<file path="src/rtl/fifo_wr_arbiter.sv">
// fifo_wr_arbiter: round-robin sharing of one fifo write port among NUM_REQ
// stream producers. A grant lasts for one packet or MAX_BURST beats, whichever
// ends first. Each written word is tagged with the producer index in its upper bits.
module fifo_wr_arbiter #(
    parameter  int NUM_REQ    = 4,
    parameter  int DATA_WIDTH = 32,
    parameter  int MAX_BURST  = 16,
    localparam int ID_WIDTH   = $clog2(NUM_REQ)
) (
    input  logic                          clk,
    input  logic                          reset,
    input  logic [NUM_REQ-1:0]            s_valid,
    input  logic [NUM_REQ*DATA_WIDTH-1:0] s_data,
    input  logic [NUM_REQ-1:0]            s_last,
    output logic [NUM_REQ-1:0]            s_ready,
    output logic                          fifo_wr,
    output logic [ID_WIDTH+DATA_WIDTH-1:0] fifo_data,
    input  logic                          fifo_full,
    output logic                          grant_vld,
    output logic [ID_WIDTH-1:0]           grant_id
);

    localparam int                   CNT_WIDTH = $clog2(MAX_BURST + 1);
    localparam logic [CNT_WIDTH-1:0] LAST_CNT  = CNT_WIDTH'(MAX_BURST - 1);

    typedef enum logic {IDLE, GRANT} state_t;

    state_t                              state;
    state_t                              state_nxt;
    logic [ID_WIDTH-1:0]                 ptr;
    logic [CNT_WIDTH-1:0]                beat_cnt;
    logic                                any_req;
    logic [ID_WIDTH-1:0]                 winner;
    logic [ID_WIDTH-1:0]                 idx;
    logic                                beat;
    logic [NUM_REQ-1:0][DATA_WIDTH-1:0]  slots;

    assign slots = s_data;

    // Round-robin search: first valid requester after the last winner, wrapping.
    always_comb begin
        any_req = 1'b0;
        winner  = '0;
        idx     = '0;
        for (int i = 1; i <= NUM_REQ; i++) begin
            idx = ID_WIDTH'((int'(ptr) + i) % NUM_REQ);
            if (!any_req && s_valid[idx]) begin
                any_req = 1'b1;
                winner  = idx;
            end
        end
    end

    // State register plus grant bookkeeping (holder, rr pointer, beat count).
    always_ff @(posedge clk) begin
        if (reset) begin
            state    <= IDLE;
            grant_id <= '0;
            ptr      <= ID_WIDTH'(NUM_REQ - 1);
            beat_cnt <= '0;
        end else begin
            state <= state_nxt;
            if (state == IDLE && any_req) begin
                grant_id <= winner;
                ptr      <= winner;
                beat_cnt <= '0;
            end else if (beat) begin
                beat_cnt <= beat_cnt + 1'b1;
            end
        end
    end

    // Next state: arbitrate for one cycle, then hold until packet end or burst cap.
    always_comb begin
        state_nxt = state;
        case (state)
            IDLE:    if (any_req) state_nxt = GRANT;
            GRANT:   if (beat && (s_last[grant_id] || beat_cnt == LAST_CNT)) state_nxt = IDLE;
            default: state_nxt = IDLE;
        endcase
    end

    // Outputs: only the holder sees ready, and only while the fifo has room.
    always_comb begin
        s_ready   = '0;
        fifo_wr   = 1'b0;
        grant_vld = 1'b0;
        beat      = 1'b0;
        fifo_data = {grant_id, slots[grant_id]};
        if (state == GRANT) begin
            grant_vld         = 1'b1;
            s_ready[grant_id] = !fifo_full;
            fifo_wr           = s_valid[grant_id] && !fifo_full;
            beat              = s_valid[grant_id] && !fifo_full;
        end
    end

endmodule

</file>
<file path="config.mk">
export PLATFORM = sky130hd
export DESIGN_NAME = fifo_wr_arbiter
export DESIGN_NICKNAME = d
export VERILOG_FILES = /design/src/rtl/fifo_wr_arbiter.sv
export SDC_FILE = /design/constraint.sdc
export NUM_CORES = 1
export LEC_CHECK = 0
export BUFFER_PORTS_ARGS = -buffer_cell sky130_fd_sc_hd__buf_2
export CAP_MARGIN = 20
export CORE_MARGIN = 5
export CORE_UTILIZATION = 32
export CTS_BUF_LIST = sky130_fd_sc_hd__clkbuf_4 sky130_fd_sc_hd__clkbuf_8 sky130_fd_sc_hd__clkbuf_16
export DETAILED_ROUTE_END_ITERATION = 8
export PLACE_DENSITY = 0.81
export SYNTH_ARGS = -nofsm -noshare
export SYNTH_HDL_FRONTEND = slang
export SYNTH_SLANG_ARGS = --single-unit
</file>
<file path="constraint.sdc">
create_clock -name clk -period 2.4 [get_ports clk]
set_input_delay 0.24 -clock clk [delete_from_list [all_inputs] [get_ports clk]]
set_output_delay 0.24 -clock clk [all_outputs]
set_load 0.05 [all_outputs]
</file>
Word-level counts from Yosys, hierarchy flattened
Cells that the tools add are included.
{ "word_totals": {"in_bits": 139, "out_inout_bits": 42, "regBits": 10, "word_cells": 61} }
{ "op_classes": {"muxes": 30, "n_addsub": 5, "n_reduce_logical": 13, "n_eq_ne": 1, "bitwise_logic": 2, "magnitude_cmp": 6} }
{ "ops": {"columns": ["cell", "n"], "rows": [
  ["binary-select mux 32 bit (select 2 bit)", 1],
  ["2-to-1 mux 32 bit", 1],
  ["less-than comparator 2 x 3 -> 1 bit (second input constant)", 5],
  ["2-to-1 mux 1 bit", 15],
  ["binary-select mux 1 bit (select 2 bit)", 6],
  ["2-to-1 mux 2 bit", 4],
  ["logical AND 1 bit", 7],
  ["adder 5 x 1 -> 5 bit (second input constant)", 1],
  ["equality test 5 x 4 -> 1 bit (second input constant)", 1],
  ["adder 2 x 1 -> 2 bit (second input constant)", 2],
  ["adder 2 bit (second input constant)", 2],
  ["AND 4 bit", 1],
  ["logical NOT 1 bit", 4],
  ["2-to-1 mux 4 bit", 1],
  ["demux 1 bit (select 2 bit)", 1],
  [">= comparator 2 x 1 -> 1 bit (second input constant)", 1],
  ["case mux 1 bit (2 select lines)", 1],
  ["OR reduction 2 bit", 1],
  ["logical OR 1 bit", 1],
  ["NOT 1 bit", 1]
]} }

Depth between registers and ports, before layout
Gate-level depths: netlist (run 1).
{ "depth": {"word_depth": 15, "mapped_depth": 6, "mapped_depth_nobuf": 6} }

Worst setup path before layout (run 1)
OpenSTA, ideal clock, no wires.
{ "synth_path": {"path_kind": "reg2out", "start": "register grant_id[0]", "end": "output port s_ready[1]", "arrival_ns": 2.109, "path_slack_ns": 0.051, "path_buffers": 3, "path_stages_with_launch": 6, "path_cell_list": "dfxtp_1 > clkbuf_1 > buf_2 > buf_4 > inv_1 > nor2_1"} }
{ "synth_between": {"elab_chain_len": 6} }
{ "synth_rtl": {"columns": ["element", "line_no", "source"], "rows": [
  ["from (decl)", "20", "output logic [ID_WIDTH-1:0] grant_id"],
  ["from (signal assigned)", "64", "grant_id <= winner;"],
  ["less-than comparator 2 x 3 -> 1 bit (not written as such) / >= comparator 2 x 1 -> 1 bit (equally long branches)", "92", "s_ready[grant_id] = !fifo_full;"],
  ["logical AND 1 bit (not written as such)", "92", null],
  ["2-to-1 mux 1 bit (not written as such)", "92", null],
  ["demux 1 bit (select 2 bit) (*)", "92", null],
  ["AND 4 bit (no source line) (*)", null, null],
  ["2-to-1 mux 4 bit (*)", "90", "if (state == GRANT) begin"],
  ["to (decl)", "15", "output logic [NUM_REQ-1:0] s_ready,"]
]} }
Every way passes the cells marked *; elsewhere a longest branch is shown, timed or not.

Final worst setup path (run 1)
{ "layout_path": {"start": "register grant_id[0]", "end": "output port fifo_data[11]"} }
{ "layout_between": {"elab_chain_len": 2} }
{ "layout_rtl": {"columns": ["element", "line_no", "source"], "rows": [
  ["binary-select mux 32 bit (select 2 bit)", "89", "fifo_data = {grant_id, slots[grant_id]};"],
  ["2-to-1 mux 32 bit (not written as such)", "89", null],
  ["to (decl)", "17", "output logic [ID_WIDTH+DATA_WIDTH-1:0] fifo_data,"]
]} }
Every way passes these cells. The select of a mux whose other input is x is not followed.

==> impl_metrics.py, run 1 <==
metrics = {
    "status": {
        "outcome": "completed",
    },
    "timing": {
        "timing.hold.ws_ns": 0.2433,
        "period_share_pct": 84.27,
        "period_needed_ns": 2.022,
        "tns_ns": 0,
        "max_freq_ghz": 0.4945,
        "rsz0062_at_grt": "false",
        "slew_headroom_pct": 66.73,
        "slew_viol_final": 0,
        "clock_skew_ns": 0.004625,
        "finalSetupViolCount": 0,
        "worst_pin_slew_ns": 0.4980,
        "hold_viol": 0,
    },
    "cells_and_area": {
        "antenna_cells": 0,
        "final_nets": 433,
        "final_cells": 342,
        "fin_area_um2": 2379,
        "area_delta_synth_final_pct": 70.49,
        "drive_above_1_share_pct": 78.62,
    },
    "grt": {
        "grt_start_max_net_pins": 29,
        "first_global_vias": 1875,
        "grt_antenna_before_repair": 1,
        "grt_pass1_wl_mm": 9.846,
        "grt_usage_pct": 20.79,
        "overflow": 0,
    },
    "critical_path": {
        "cp.required_ns": 2.16,
        "cpPeakStageDelay_ns": 0.54,
        "path_max_fanout": 28,
        "cp_cell_sequence": "buf_12 -> mux4_2 -> buf_2",
        "rr_worst_depth": 4,
        "cp-start-kind": "register",
        "rr_startpoint": "state",
        "r2r_end": "beat_cnt[3]",
        "critPathArrivalTime_ns": 1.78,
        "critPathCaptureType": "output port",
        "crit_start": "grant_id[0]",
        "rrSetupSlack_ns": 0.64,
        "crit_slowest_cell": "mux4_2",
        "critPathKind": "register to output port",
        "crit_path_end": "fifo_data[11]",
    },
    "logic_synthesis": {
        "synth_area_leader_cell": "mux4_2",
        "synth_top_area_share_pct": 51.66,
        "synth_commonest_cells": "mux4_2, nor2_1, dfxtp_1, inv_1",
        "async_flop_share_pct": 0,
        "yosysSeqAreaShare_pct": 14.35,
        "ys_ff_latch": 10,
        "ys_warn_count": 0,
        "synth_cell_types": 34,
        "synth_edf_count": 0,
        "synthFlopType": "dfxtp_1",
        "synthTopCellsByArea": "mux4_2, dfxtp_1, mux2i_1",
        "synth_area_um2": 1395,
        "yosysMostFrequentCell": "mux4_2",
        "synth_nets": 255,
        "synth.avg_cell_area_um2": 12.24,
        "synthCells": 114,
    },
    "job": {
        "drv_cap": 0,
    },
    "clock_tree": {
        "path_clk_slew_ns": 0.04,
        "clock_sinks": 10,
        "cts_hold_buf": 0,
        "worstSkewPairLatency_ns": 0.23,
        "cts_buffer_depth": 2,
        "cts-root-buf": "clkbuf_8",
        "post_cts_buffers": 0,
        "cts_resized": 0,
        "htreeDepth": 1,
        "numCtsBuffers": 3,
        "cts_tree": "yes",
    },
    "detailed_routing": {
        "drc_errors": 0,
        "route.vias.total": 1789,
        "drt_pre_antenna_iters": 4,
        "routedWlPerCell_um": 18.20,
        "totalWireLength_mm": 6.224,
        "drtIter0Drc": 27,
        "drtAntennaViolNets": 0,
        "via_per_inst": 5.231,
    },
    "place": {
        "gp_congestion": 0.8691,
        "hpwlAfterDp_mm": 5.553,
        "dpl_cell_area_um2": 2337,
        "dp.cells": 339,
        "portBuffers": 180,
    },
    "floorplan": {
        "die_w_um": 76.03,
        "die_area_um2": 5780,
        "initial_core_util_pct": 32.49,
        "num_rows": 24,
        "core_um2": 4294,
        "pin_count": 181,
        "die_y_um": 76.03,
    },
    "pwr": {
        "leakage_uw": 0.001186,
        "comb_power_share_pct": 74.7,
        "clkPwrFrac_pct": 11.1,
        "power_density_nw_per_um2": 644.0,
        "p_sw_uw": 826.6,
        "seqPwrFrac_pct": 14.2,
        "power.total_uw": 1532,
        "peakVddDrop_uv": 394.0,
        "internal_power_uw": 705.3,
        "netSwitchingFraction_pct": 53.96,
    },
    "min_path": {
        "hold_class": "primary input to register",
        "hold_start": "reset",
    },
}
[critical path: cells and delay by family, from the launching register on]
family | cells | cell delay [ns]
buffers and inverters | 2 | 0.50
muxes | 1 | 0.54
DFF | 1 | 0.49
[stage by stage]
stage	util, %	setup slack (ns)
floorplan	-	0.05064
global placement	54.43	0.6174
detailed placement	54.43	0.6106
CTS	55.39	0.3601
global route	55.39	0.2925
finish	55.39	0.3776
[kinds of logic (layout without fill, tap and decap cells)]
group	Yosys count	after routing	share of synthesized area [%]
xor gates and xnor gates	1	1	0.6279
buffers and inverters	18	194	6.816
muxes	39	39	57.13
AOI/OAI and AO/OA	18	18	9.597
and+or+nand+nor	26	26	9.687
adders and majority gates	2	2	1.793
DFF	10	10	14.35
[metal layers]
| metal | routed length [um] | up-vias | track usage, % |
|---|---|---|---|
| met5 | 7 | - | 0 |
| met4 | 88 | 2 | 3.915 |
| met3 | 473 | 10 | 5.792 |
| met2 | 3246 | 91 | 36.22 |
| met1 | 2408 | 865 | 25.64 |
| li1 | - | 821 | - |
[cells in the final DEF, fill, tap and decap left out, drive strengths merged]
cell	n
mux2	2
ha	2
a211oi	3
nor2b	1
a21oi	4
nand4	1
o21bai	1
o311ai	1
o21ai	3
mux4	32
nor2	13
or2	1
buf	184
nand2	3
and3	1
nand2b	1
or3b	1
o22ai	3
mux2i	5
clkbuf	3
a31o	2
xnor2	1
nor3	1
nand3b	2
a221o	1
dfxtp	10
inv	7
nor4	1
[sequential cells by signal (all words and copies together) (netlist names)]
register	flops
beat_cnt	5
state	1
ptr	2
grant_id	2
[final cells by class]
cell class	count	area, um2
multi-input cells	86	1100
inverters	7	26.28
well taps	52	65.06
repair buffers	184	943.4
clock buffers	3	41.29
fillers	377	1916
flip-flops and latches	10	202.7
[worst min-delay path by stage]
stage                        to  slack (ns)  depth (start not counted)
finish              grant_id[1]        0.24                          2
global route        grant_id[1]        0.25                          2
CTS                 grant_id[1]        0.23                          2
detailed placement  grant_id[1]        0.48                          2
global placement    beat_cnt[4]        0.48                          2
floorplan           grant_id[1]        0.31                          1
[power by group through the flow]
stage / combinational [uW] / sequential [uW] / clock [uW]
2_1_floorplan: 860 / 235 / 0
6_report: 1140 / 217 / 170
5_1_grt: 1210 / 221 / 184
4_1_cts: 1150 / 217 / 175
3_5_place_dp: 1150 / 220 / 0
3_3_place_gp: 1140 / 219 / 0
Power figures use the tool's default switching activity.
==> inputs of run 2 (changes only) <==
==> constraint.sdc (replaced) <==
create_clock -name clk -period 1.9 [get_ports clk]
set_input_delay 0.19 -clock clk [delete_from_list [all_inputs] [get_ports clk]]
set_output_delay 0.19 -clock clk [all_outputs]
set_load 0.05 [all_outputs]
==> run 2 against run 1 <==
Against the previous run: via count fell by 0.34%; critical path depth did not move; final area rose by 1.0%; utilization rose by 0.55 points; clock skew fell by 0.0018 ns; critical path type unchanged; total power rose by 27%.
==> impl_metrics.py, run 2 (synthesized netlist as in run 1, its figures left out) <==
metrics = {
    "status": {
        "outcome": "completed",
    },
    "timing": {
        "worst_slack_ns": 0.1174,
        "slew_headroom_pct": 67.05,
        "rsz0062_at_grt": "false",
        "clock_skew_ns": 0.002789,
        "worst_pin_slew_ns": 0.4932,
        "hold_viol": 0,
        "tns_ns": 0,
        "max_freq_ghz": 0.5610,
        "period_needed_ns": 1.783,
        "finalSetupViolCount": 0,
        "period_share_pct": 93.82,
        "slew_viol_final": 0,
    },
    "critical_path": {
        "critPathKind": "register to output port",
        "critPathArrivalTime_ns": 1.59,
        "cp-start-kind": "register",
        "cp.required_ns": 1.71,
        "cpPeakStageDelay_ns": 0.42,
        "cp_cell_sequence": "or3b_4 -> o22ai_4 -> buf_4",
        "path_max_fanout": 15,
        "crit_slowest_cell": "or3b_4",
        "critPathCaptureType": "output port",
    },
    "floorplan": {
        "die_y_um": 76.03,
        "num_rows": 24,
        "initial_core_util_pct": 32.49,
        "die_w_um": 76.03,
        "die_area_um2": 5780,
        "pin_count": 181,
        "core_um2": 4294,
    },
    "detailed_routing": {
        "via_per_inst": 5.198,
        "totalWireLength_mm": 5.983,
        "drt_pre_antenna_iters": 4,
        "drc_errors": 0,
        "route.vias.total": 1783,
        "drtAntennaViolNets": 0,
        "routedWlPerCell_um": 17.44,
        "drtIter0Drc": 40,
    },
    "cells_and_area": {
        "largest_register": "beat_cnt",
        "reg_top3": "beat_cnt: 5 flops, grant_id: 2 flops, ptr: 2 flops",
        "fillers": 379,
        "drive_above_1_share_pct": 79.38,
        "largest_reg_flops": 5,
        "mostFrequentLayoutCell": "buf_2",
        "multiInputGateArea_um2": 1105,
        "finish.utilization_pct": 55.94,
        "area_delta_synth_final_pct": 72.20,
        "antenna_cells": 0,
        "regArea_um2": 211.5,
        "most-common-layout-cells": "buf_2, mux4_2, nor2_1",
        "final_nets": 433,
    },
    "clock_tree": {
        "cts_tree": "yes",
        "htreeDepth": 1,
        "path_clk_slew_ns": 0.05,
        "cts-root-buf": "clkbuf_8",
        "clock_sinks": 10,
        "cts_buffer_depth": 2,
        "numCtsBuffers": 3,
        "post_cts_buffers": 0,
        "worstSkewPairLatency_ns": 0.24,
    },
    "pwr": {
        "p_sw_uw": 1051,
        "seqPwrFrac_pct": 14.3,
        "peakVddDrop_uv": 478.5,
        "comb_power_share_pct": 74.0,
        "internal_power_uw": 901.7,
        "leakage_uw": 0.001191,
        "netSwitchingFraction_pct": 53.83,
        "power_density_nw_per_um2": 812.9,
        "clkPwrFrac_pct": 11.7,
    },
    "place": {
        "gp_congestion": 0.9006,
        "pre_cts_ws_ns": 0.2669,
        "hpwlAfterDp_mm": 5.290,
        "portBuffers": 180,
    },
    "grt": {
        "grt_start_max_net_pins": 26,
        "first_global_vias": 1835,
        "grt_antenna_before_repair": 0,
        "overflow": 0,
        "grt_usage_pct": 19.81,
        "grt_pass1_wl_mm": 9.480,
    },
    "min_path": {
        "hold_class": "primary input to register",
    },
    "job": {
        "drv_cap": 0,
    },
}
[run 2: layer usage]
| metal | global-route usage, % | part of all wire, % | vias to the layer above |
|---|---|---|---|
| met5 | 0 | 0 | - |
| met1 | 21.38 | 34 | 844 |
| met2 | 37.93 | 56 | 102 |
| li1 | - | - | 829 |
| met4 | 4.804 | 1.5 | 0 |
| met3 | 4.846 | 8.5 | 8 |
[run 2: repair_timing]
| action | CTS | global route |
|---|---|---|
| hold endpoints to repair | 0 | 0 |
| hold buffers | 0 | 0 |
| gates resized for setup | 0 | 3 |
| setup endpoints to repair | 0 | 12 |
[run 2: critical path: cells and delay by family (launching register included)]
family / cells / cell delay [ns]
buf+inv: 1 / 0.27
simple gates: 1 / 0.42
compound gates: 1 / 0.26
flops: 1 / 0.41
[run 2: through the flow]
step,cell area (um2),hold WS (ns),power (uW),instances
after CTS,2396,0.1867,1965,343
after detailed placement,2351,0.4346,1731,339
after global routing,2402,0.2014,2059,343
after global placement,2351,0.4351,1715,339
final,2402,0.1942,1953,343
after floorplan,1423,0.2494,1400,114
[run 2: worst paths after layout]
check	depth (start not counted)	startpoint	to	slack [ns]
worst min register to register	2	beat_cnt[4]	beat_cnt[4]	0.49
worst min-delay path	2	reset	grant_id[1]	0.19
worst max-delay path	3	grant_id[1]	fifo_wr	0.12
worst max register to register	4	grant_id[1]	beat_cnt[3]	0.25
[run 2: power groups by stage]
stage / Clock [uW] / Combinational, uW / Sequential, uW
floorplan: 0 / 1100 / 302
global placement: 0 / 1440 / 280
detailed placement: 0 / 1450 / 282
CTS: 233 / 1450 / 278
global route: 241 / 1530 / 286
finish: 229 / 1440 / 279
[run 2: final cells by class]
class	count	area share [%]
multi-input combinational	86	45.99
timing repair buffer	184	39.53
sequential	10	8.802
tap	52	2.708
clock buffer	3	1.719
inverter	7	1.094
clock inverter	1	0.1563
==> inputs of run 3 (changes only) <==
--- a/config.mk
+++ b/config.mk
@@ -11,6 +11,7 @@
 export CORE_UTILIZATION = 32
 export CTS_BUF_LIST = sky130_fd_sc_hd__clkbuf_4 sky130_fd_sc_hd__clkbuf_8 sky130_fd_sc_hd__clkbuf_16
 export DETAILED_ROUTE_END_ITERATION = 8
+export HOLD_SLACK_MARGIN = 0.12
 export PLACE_DENSITY = 0.81
 export SYNTH_ARGS = -nofsm -noshare
 export SYNTH_HDL_FRONTEND = slang
==> constraint.sdc (replaced) <==
create_clock -name clk -period 1.9 [get_ports clk]
set_input_delay 0 -clock clk [delete_from_list [all_inputs] [get_ports clk]]
set_output_delay 0 -clock clk [all_outputs]
set_load 0.05 [all_outputs]
==> run 3 against run 2 <==
Against the previous run: wire length grew 5.7%; sequential share of layout area shrank 0.11 points; die area is the same; cell count stayed put; register-to-register slack about the same; final area is essentially flat; setup slack better by 0.085 ns; utilization about the same; combinational power barely moved; sequential cell count stayed put; first-iteration DRC count is 28% higher.
==> impl_metrics.py, run 3 (synthesized netlist as in run 1, its figures left out) <==
metrics = {
    "cells_and_area": {
        "largest_register": "beat_cnt",
        "mostFrequentLayoutCell": "buf_2",
        "most-common-layout-cells": "buf_2, mux4_2, nor2_1",
        "final_cells": 343,
        "reg_top3": "beat_cnt: 5 flops, grant_id: 2 flops, ptr: 2 flops",
        "antenna_cells": 0,
        "drive_above_1_share_pct": 78.35,
        "fin_area_um2": 2404,
        "final_nets": 433,
        "area_delta_synth_final_pct": 72.29,
        "largest_reg_flops": 5,
    },
    "detailed_routing": {
        "routedWlPerCell_um": 18.43,
        "drt_pre_antenna_iters": 4,
        "via_per_inst": 5.254,
        "drtAntennaViolNets": 0,
        "drtIter0Drc": 51,
        "totalWireLength_mm": 6.323,
        "drc_errors": 0,
        "route.vias.total": 1802,
    },
    "min_path": {
        "min_to": "ptr[0]",
        "hold_start": "s_valid[0]",
        "hold_class": "primary input to register",
        "min_delay_path_depth": 4,
    },
    "place": {
        "hpwlAfterDp_mm": 5.614,
        "portBuffers": 180,
        "gp_congestion": 0.9201,
        "dp.cells": 338,
        "pre_cts_ws_ns": 0.2488,
        "dpl_cell_area_um2": 2349,
    },
    "critical_path": {
        "path_max_fanout": 23,
        "rrSetupSlack_ns": 0.24,
        "r2r_end": "beat_cnt[3]",
        "cp-start-kind": "register",
        "cp_cell_sequence": "buf_12 -> mux4_2 -> buf_2",
        "crit_slowest_cell": "mux4_2",
        "rr_worst_depth": 4,
        "critPathKind": "register to output port",
        "critPathArrivalTime_ns": 1.70,
        "rr_startpoint": "grant_id[1]",
        "crit_buf_inv": 2,
        "cpPeakStageDelay_ns": 0.54,
        "critPathTopFamily": "multiplexers",
        "critPathCaptureType": "output port",
        "cp.required_ns": 1.90,
    },
    "floorplan": {
        "num_rows": 24,
        "die_y_um": 76.03,
        "pin_count": 181,
        "initial_core_util_pct": 32.49,
        "die_area_um2": 5780,
        "die_w_um": 76.03,
        "core_um2": 4294,
    },
    "pwr": {
        "peakVddDrop_uv": 506.3,
        "power.total_uw": 1961,
        "power_density_nw_per_um2": 816.0,
        "leakage_uw": 0.001191,
    },
    "clock_tree": {
        "cts_resized": 0,
        "numCtsBuffers": 3,
        "path_clk_slew_ns": 0.05,
        "cts_buffer_depth": 2,
        "clock_sinks": 10,
        "htreeDepth": 1,
        "cts-root-buf": "clkbuf_8",
        "cts_tree": "yes",
        "worstSkewPairLatency_ns": 0.24,
    },
    "timing": {
        "timing.hold.ws_ns": 0.2006,
        "worst_slack_ns": 0.2020,
        "clock_skew_ns": 0.005109,
        "worst_pin_slew_ns": 0.4834,
        "period_needed_ns": 1.698,
        "finalSetupViolCount": 0,
        "max_freq_ghz": 0.5889,
        "rsz0062_at_grt": "false",
        "slew_viol_final": 0,
        "slew_headroom_pct": 67.70,
        "hold_viol": 0,
        "period_share_pct": 89.37,
    },
    "grt": {
        "grt_antenna_before_repair": 0,
        "grt_start_max_net_pins": 24,
        "grt_usage_pct": 20.83,
        "overflow": 0,
        "first_global_vias": 1957,
        "grt_pass1_wl_mm": 9.873,
    },
    "job": {
        "drv_cap": 0,
    },
    "status": {
        "outcome": "completed",
    },
}
[run 3: cell count changes in the layout (fill, tap and decap cells not counted), sizes merged]
cell,before,now
buf,184,183
dlygate4sd3,0,1
[run 3: layer usage]
metal / wire, um / global-route usage, % / vias up
met2: 3472 / 39.64 / 96
met3: 536 / 6.383 / 22
met5: 0 / 0 / -
met4: 257 / 7.473 / 0
met1: 2057 / 20.85 / 856
li1: - / - / 828
[run 3: final cells by class]
type	count	area [um2]
repair buffers	184	958.4
inverters	7	26.28
well taps	52	65.06
fillers	397	1891
flip-flops and latches	10	209.0
clock inverters	1	3.754
clock buffers	3	41.29
multi-input cells	86	1100
[run 3: how the worst max path moves through the flow]
stage	slack [ns]	to	depth (start not counted)	from
after floorplan	-0.06	beat_cnt[3]	5	grant_id[1]
after global placement	0.27	beat_cnt[3]	4	grant_id[1]
after detailed placement	0.25	beat_cnt[3]	4	grant_id[1]
after CTS	0.19	fifo_data[10]	3	grant_id[0]
after global routing	0.13	fifo_data[10]	3	grant_id[0]
final	0.20	fifo_data[10]	3	grant_id[0]
[run 3: worst min-delay path: stages]
cell,delay (ns)
buf_2,0.12
inv_1,0.07
a21oi_1,0.07
a21oi_1,0.13
[run 3: through the flow]
| step | setup TNS, ns | util, % |
|---|---|---|
| after floorplan | -0.05726 | - |
| after global placement | 0 | 54.69 |
| after detailed placement | 0 | 54.69 |
| after CTS | 0 | 55.97 |
| after global routing | 0 | 55.97 |
| final | 0 | 55.97 |
[run 3: what timing repair did]
| item | CTS | global route |
|---|---|---|
| hold buffers | 1 | 0 |
| endpoints found under the hold margin | 4 | 0 |
| buffers inserted | 0 | 0 |
| endpoints found under the setup margin | 0 | 0 |
[run 3: report_power, final]
group,total [uW],switching [uW],internal (uW)
sequential,289,52.6,236
clock,228,86.5,142
combinational,1440,919,525
total,1960,1060,903
